==> config.mk <==
export PLATFORM = sky130hd
export DESIGN_NAME = gray_step_decoder
export DESIGN_NICKNAME = d
export VERILOG_FILES = /design/src/rtl/gray_step_decoder.sv
export SDC_FILE = /design/constraint.sdc
export NUM_CORES = 1
export LEC_CHECK = 0
export CAP_MARGIN = 15
export CORE_ASPECT_RATIO = 0.8
export CORE_MARGIN = 5
export CORE_UTILIZATION = 54
export DETAILED_ROUTE_END_ITERATION = 10
export PLACE_DENSITY = 0.78
export SYNTH_ARGS = -nofsm -noshare
export SYNTH_HDL_FRONTEND = slang
export SYNTH_SLANG_ARGS = --single-unit
==> constraint.sdc <==
create_clock -name clk -period 4 [get_ports clk]
set_clock_uncertainty 0.1 [all_clocks]
set_input_delay 0.4 -clock clk [delete_from_list [all_inputs] [get_ports clk]]
set_output_delay 0.4 -clock clk [all_outputs]
set_load 0.005 [all_outputs]
==> src/rtl/gray_step_decoder.sv <==
// gray_step_decoder: synchronises an asynchronous Gray-coded position word,
// converts it to binary, classifies each change as +1 / -1 / illegal and
// keeps a wrapping signed position count with error reporting.
module gray_step_decoder #(
    parameter int unsigned WIDTH       = 4,
    parameter int unsigned POS_WIDTH   = 8,
    parameter int unsigned SYNC_STAGES = 2
) (
    input  logic                 clk,
    input  logic                 rst_n,
    input  logic [WIDTH-1:0]     g_in,
    input  logic                 clr,
    output logic [WIDTH-1:0]     bin_out,
    output logic [POS_WIDTH-1:0] pos,
    output logic                 step_valid,
    output logic                 step_dir,
    output logic                 err,
    output logic                 err_sticky
);

    // Cycles after reset release until bin_out reflects a freshly sampled g_in
    localparam int unsigned INIT_CYC = SYNC_STAGES + 1;
    localparam int unsigned CNT_W    = $clog2(INIT_CYC + 1);

    localparam logic [WIDTH-1:0] D_ZERO = '0;
    localparam logic [WIDTH-1:0] D_UP   = WIDTH'(1);
    localparam logic [WIDTH-1:0] D_DOWN = '1;

    typedef enum logic [1:0] {
        ST_INIT   = 2'd0,
        ST_TRACK  = 2'd1,
        ST_RESYNC = 2'd2
    } state_t;

    state_t             state;
    logic [CNT_W-1:0]   init_cnt;
    logic [WIDTH-1:0]   sync_q [SYNC_STAGES];
    logic [WIDTH-1:0]   g_s;
    logic [WIDTH-1:0]   b_c;
    logic [WIDTH-1:0]   b_prev;
    logic [WIDTH-1:0]   b_last;
    logic [WIDTH-1:0]   diff_c;

    // Multi-flop synchroniser for the asynchronous Gray word
    always_ff @(posedge clk or negedge rst_n) begin
        if (!rst_n) begin
            for (int unsigned i = 0; i < SYNC_STAGES; i++) begin
                sync_q[i] <= '0;
            end
        end else begin
            sync_q[0] <= g_in;
            for (int unsigned i = 1; i < SYNC_STAGES; i++) begin
                sync_q[i] <= sync_q[i-1];
            end
        end
    end

    assign g_s = sync_q[SYNC_STAGES-1];

    // Gray to binary: each binary bit is the XOR of all Gray bits at or above it
    always_comb begin
        b_c = '0;
        for (int unsigned i = 0; i < WIDTH; i++) begin
            b_c[i] = ^(g_s >> i);
        end
    end

    // Registered binary value, also the value the classifier works on
    always_ff @(posedge clk or negedge rst_n) begin
        if (!rst_n) begin
            bin_out <= '0;
        end else begin
            bin_out <= b_c;
        end
    end

    // Modular distance from the accepted baseline
    assign diff_c = bin_out - b_prev;

    // Step classifier FSM with position counter and error flags
    always_ff @(posedge clk or negedge rst_n) begin
        if (!rst_n) begin
            state      <= ST_INIT;
            init_cnt   <= '0;
            b_prev     <= '0;
            b_last     <= '0;
            pos        <= '0;
            step_valid <= 1'b0;
            step_dir   <= 1'b0;
            err        <= 1'b0;
            err_sticky <= 1'b0;
        end else begin
            step_valid <= 1'b0;
            err        <= 1'b0;
            b_last     <= bin_out;

            case (state)
                // Baseline tracks bin_out until the pipeline holds post-reset samples
                ST_INIT: begin
                    b_prev <= bin_out;
                    if (init_cnt == CNT_W'(INIT_CYC)) begin
                        state <= ST_TRACK;
                    end else begin
                        init_cnt <= init_cnt + CNT_W'(1);
                    end
                end

                ST_TRACK: begin
                    if (diff_c == D_ZERO) begin
                        state <= ST_TRACK;
                    end else if (diff_c == D_UP) begin
                        step_valid <= 1'b1;
                        step_dir   <= 1'b1;
                        pos        <= pos + POS_WIDTH'(1);
                        b_prev     <= bin_out;
                    end else if (diff_c == D_DOWN) begin
                        step_valid <= 1'b1;
                        step_dir   <= 1'b0;
                        pos        <= pos - POS_WIDTH'(1);
                        b_prev     <= bin_out;
                    end else begin
                        err        <= 1'b1;
                        err_sticky <= 1'b1;
                        state      <= ST_RESYNC;
                    end
                end

                // Accept a new baseline once the code is stable for two cycles
                ST_RESYNC: begin
                    if (bin_out == b_last) begin
                        b_prev <= bin_out;
                        state  <= ST_TRACK;
                    end
                end

                default: begin
                    state <= ST_INIT;
                end
            endcase

            // Clear overrides any concurrent count or sticky update
            if (clr) begin
                pos        <= '0;
                err_sticky <= 1'b0;
            end
        end
    end

endmodule

==> qor.yml <==
clocking:
  tritoncts: "done"
  clk_pin_slew_ns: 0.08
  worstSkewPairLatency_ns: 0.30
  clock-sinks: 36
  cts-root-buf: "clkbuf_8"
  cts_buffer_depth: 2
  ctsHoldBuffers: 0
  post_cts_buffers: 0
  h-tree-depth: 2
  cts_buffers: 5
  cts_resized: 0
power_and_ir_drop:
  p_switching_mw: 0.7115
  power_frac_seq: 0.308
  pwr-share-clk: 0.154
  power_frac_comb: 0.537
  pwr_density_cell_mw_per_mm2: 780.0
  power.total_mw: 1.712
  ir_drop_v: 0.0004048
  netSwitchingFraction: 0.4156
  p_leak_nw: 0.9514
  internal_power_mw: 1.000
floorplan:
  dieArea_mm2: 0.004651
  core_mm2: 0.003176
  io_pins: 23
  die_h_um: 62.01
  die_w_um: 75.01
  initial_utilization: 0.5749
  num_rows: 18
worst_hold_path:
  worstHoldPathType: "flop to flop"
  worstHoldStart: "sync_q[6]"
  hold_path_depth: 0
grt:
  grt_start_max_net_pins: 37
  grt_overflow: 0
  antenna_found_initial: 0
  grt_pass1_wl_mm: 6.727
  track_usage: 0.2022
  grt_pass1_vias: 1418
setup_path:
  crit_type: "flop to flop"
  setup.worst_path.start_class: "flop"
  crit_fanout: 7
  r2r.worst_path.cells: 14
  cp_slowest_stage_delay_ns: 0.42
  worstSetupStartpoint: "bin_out[0]"
  end_kind: "flop"
  crit_arrival_ns: 3.79
  crit_chain: "inv_1, ha_1, inv_1, fa_1, xor2_2, nor2_1, o21ai_0, or2_4, ha_1, o21ai_0, o211ai_1, nand3_1, a2bb2o_1, mux2_2"
  r2r_start: "bin_out[0]"
  cp_slowest_cell: "dfrtp_1"
  required_ns: 4.08
route:
  drt_iter0_markers: 75
  avgRoutedWirePerCell_um: 17.09
  routed_wl_mm: 3.966
  first_pass_iters: 5
  vias_per_cell: 5.922
  remaining_drc_errors: 0
  postRouteAntennaNets: 0
  num_vias: 1374
sta:
  setup_violations: 0
  rsz0062_at_grt: "no"
  tns_ns: 0
  slew_viol_final: 0
  finalHoldViolations: 0
  period_share: 0.9271
  fmax_mhz: 269.7
  hold_ws_ns: 0.2527
  period_minus_slack_ns: 3.708
  slew_headroom: 0.5102
  tightest_slew_ns: 0.7280
run_status:
  status: "finished, final reports clean"
placement:
  portBuffers: 22
  gp_congestion: 0.9791
  dp_hpwl_mm: 2.917
synth:
  avgSynthCellArea_um2: 11.20
  yosysSeqAreaShare: 0.4935
  synth_fp_nets: 182
  syn-instance-count: 163
  synthesis.area_mm2: 0.001826
  yosysWarnings: 0
  synth.distinct_cells: 40
  ys_seq_elements: 36
cells_and_area:
  final_net_count: 210
  fill_cells: 236
  drive_gt1_frac: 0.09896
  diodes: 0
  syn2layout_area_growth_pct: 20.22
flow_run:
  maxCapViolCount: 0
==> cells in the mapped netlist <==
library cell,instances,area share
a211oi_1,3,0.012
fa_1,2,0.022
nor4_1,1,0.0034
xnor2_1,3,0.014
nand3_1,8,0.022
nand2_1,7,0.014
nor3b_2,1,0.0069
buf_2,1,0.0027
a21oi_1,12,0.033
dfrtp_1,36,0.49
o211ai_1,1,0.0041
nor2_1,7,0.014
o211ai_2,1,0.0069
o22ai_1,1,0.0034
o32ai_1,1,0.0048
o21ai_0,11,0.030
xor2_1,10,0.048
or4_1,1,0.0041
nor2b_1,3,0.010
a2111oi_2,1,0.0082
xor2_2,1,0.0089
inv_1,10,0.021
mux2_1,4,0.025
nor3_2,1,0.0055
a2bb2o_1,1,0.0055
ha_1,10,0.069
a21o_1,2,0.0082
and3b_1,1,0.0048
o21bai_1,1,0.0041
clkbuf_1,1,0.0021
nand2b_1,2,0.0069
or3_1,2,0.0069
nand3b_1,2,0.0082
a311oi_4,1,0.014
o31a_1,1,0.0048
nor3_1,5,0.014
mux2i_1,1,0.0055
o21a_1,3,0.012
or2_2,1,0.0034
mux2_2,2,0.012
==> logic make-up (layout without fill, tap and decap cells) <==
kind of cell	Yosys count	count (layout)	share of synthesized area
AND/OR/NAND/NOR	42	42	0.1247
multiplexers	7	7	0.04249
adder cells (fa/ha/maj)	12	12	0.09047
AO/OA/AOI/OAI	40	40	0.1522
flip-flops	36	36	0.4935
buffers and inverters	12	41	0.02536
XOR/XNOR	14	14	0.07128
==> per-layer routing <==
layer | vias up | part of all wire | global-route usage
met5 | - | 0 | 0
met4 | 0 | 0.028 | 0.1142
met3 | 12 | 0.092 | 0.05949
met2 | 64 | 0.47 | 0.3102
met1 | 662 | 0.41 | 0.2582
li1 | 636 | - | -
==> power by group through the flow <==
stage	Clock, mW	Sequential (mW)	Combinational [mW]
2_1_floorplan	0	0.520	0.645
3_3_place_gp	0	0.526	0.852
3_5_place_dp	0	0.534	0.890
4_1_cts	0.269	0.528	0.902
5_1_grt	0.285	0.539	1.02
6_report	0.264	0.528	0.920
==> layout by cell type, fill, tap and decap left out, drive strengths merged, types with 2 or more instances in the layout <==
cell type and count:
nand3b 2, clkdlybuf4s50 22, nand2b 2, a21oi 12, nor3 6, clkbuf 5, ha 10, nand3 8
nor2 7, mux2 6, a21o 2, xor2 11, fa 2, clkinvlp 2, nor2b 3, nand2 7
o21ai 11, xnor2 3, a211oi 3, o21a 3, inv 10, dfrtp 36, o211ai 2, or3 2
==> cell type report <==
class	count	area, µm²	area share
multi-input cells	115	885.9	0.4036
repair buffers	23	227.7	0.1038
clock inverters	3	23.77	0.01083
inverters	10	37.54	0.01710
flip-flops and latches	36	900.9	0.4105
well taps	40	50.05	0.02281
clock buffers	5	68.82	0.03136
==> metrics by stage <==
| stage | utilization | cells | cell area, µm² | setup slack [ns] |
|---|---|---|---|---|
| floorplan | - | 163 | 1826 | 0.5315 |
| CTS | 0.6887 | 232 | 2187 | 0.1985 |
| global route | 0.6911 | 232 | 2195 | 0.06748 |
| finish | 0.6911 | 232 | 2195 | 0.2916 |
| global placement | 0.6596 | 224 | 2095 | 0.4220 |
| detailed placement | 0.6596 | 224 | 2095 | 0.2272 |
==> path summary, 6_finish.rpt <==
| check | endpoint | slack [ns] |
|---|---|---|
| worst min-delay path | g_s[2] | 0.25 |
| worst max register to register | pos[7] | 0.29 |
| worst max-delay path | pos[7] | 0.29 |
| max in group asynchronous | err | 3.07 |
| min in group asynchronous | step_valid | 0.41 |
| worst min register to register | g_s[2] | 0.25 |
==> worst max-delay path, delay by kind of cell (launching register included) <==
| family | cells | cell delay [ns] |
|---|---|---|
| simple gates | 3 | 0.60 |
| compound gates | 4 | 0.83 |
| flops | 1 | 0.42 |
| mux | 1 | 0.35 |
| xor+xnor | 1 | 0.22 |
| buf+inv | 2 | 0.12 |
| fa+ha+maj | 3 | 0.94 |
==> flip-flops by register name, summed over array words and instances (netlist names) <==
register and count:
pos 8, b_last 4, b_prev 4, bin_out 4, g_s 4, sync_q 4, init_cnt 2, state 2
err 1, err_sticky 1, step_dir 1, step_valid 1
No activity file was read; power rests on OpenSTA's default activity.
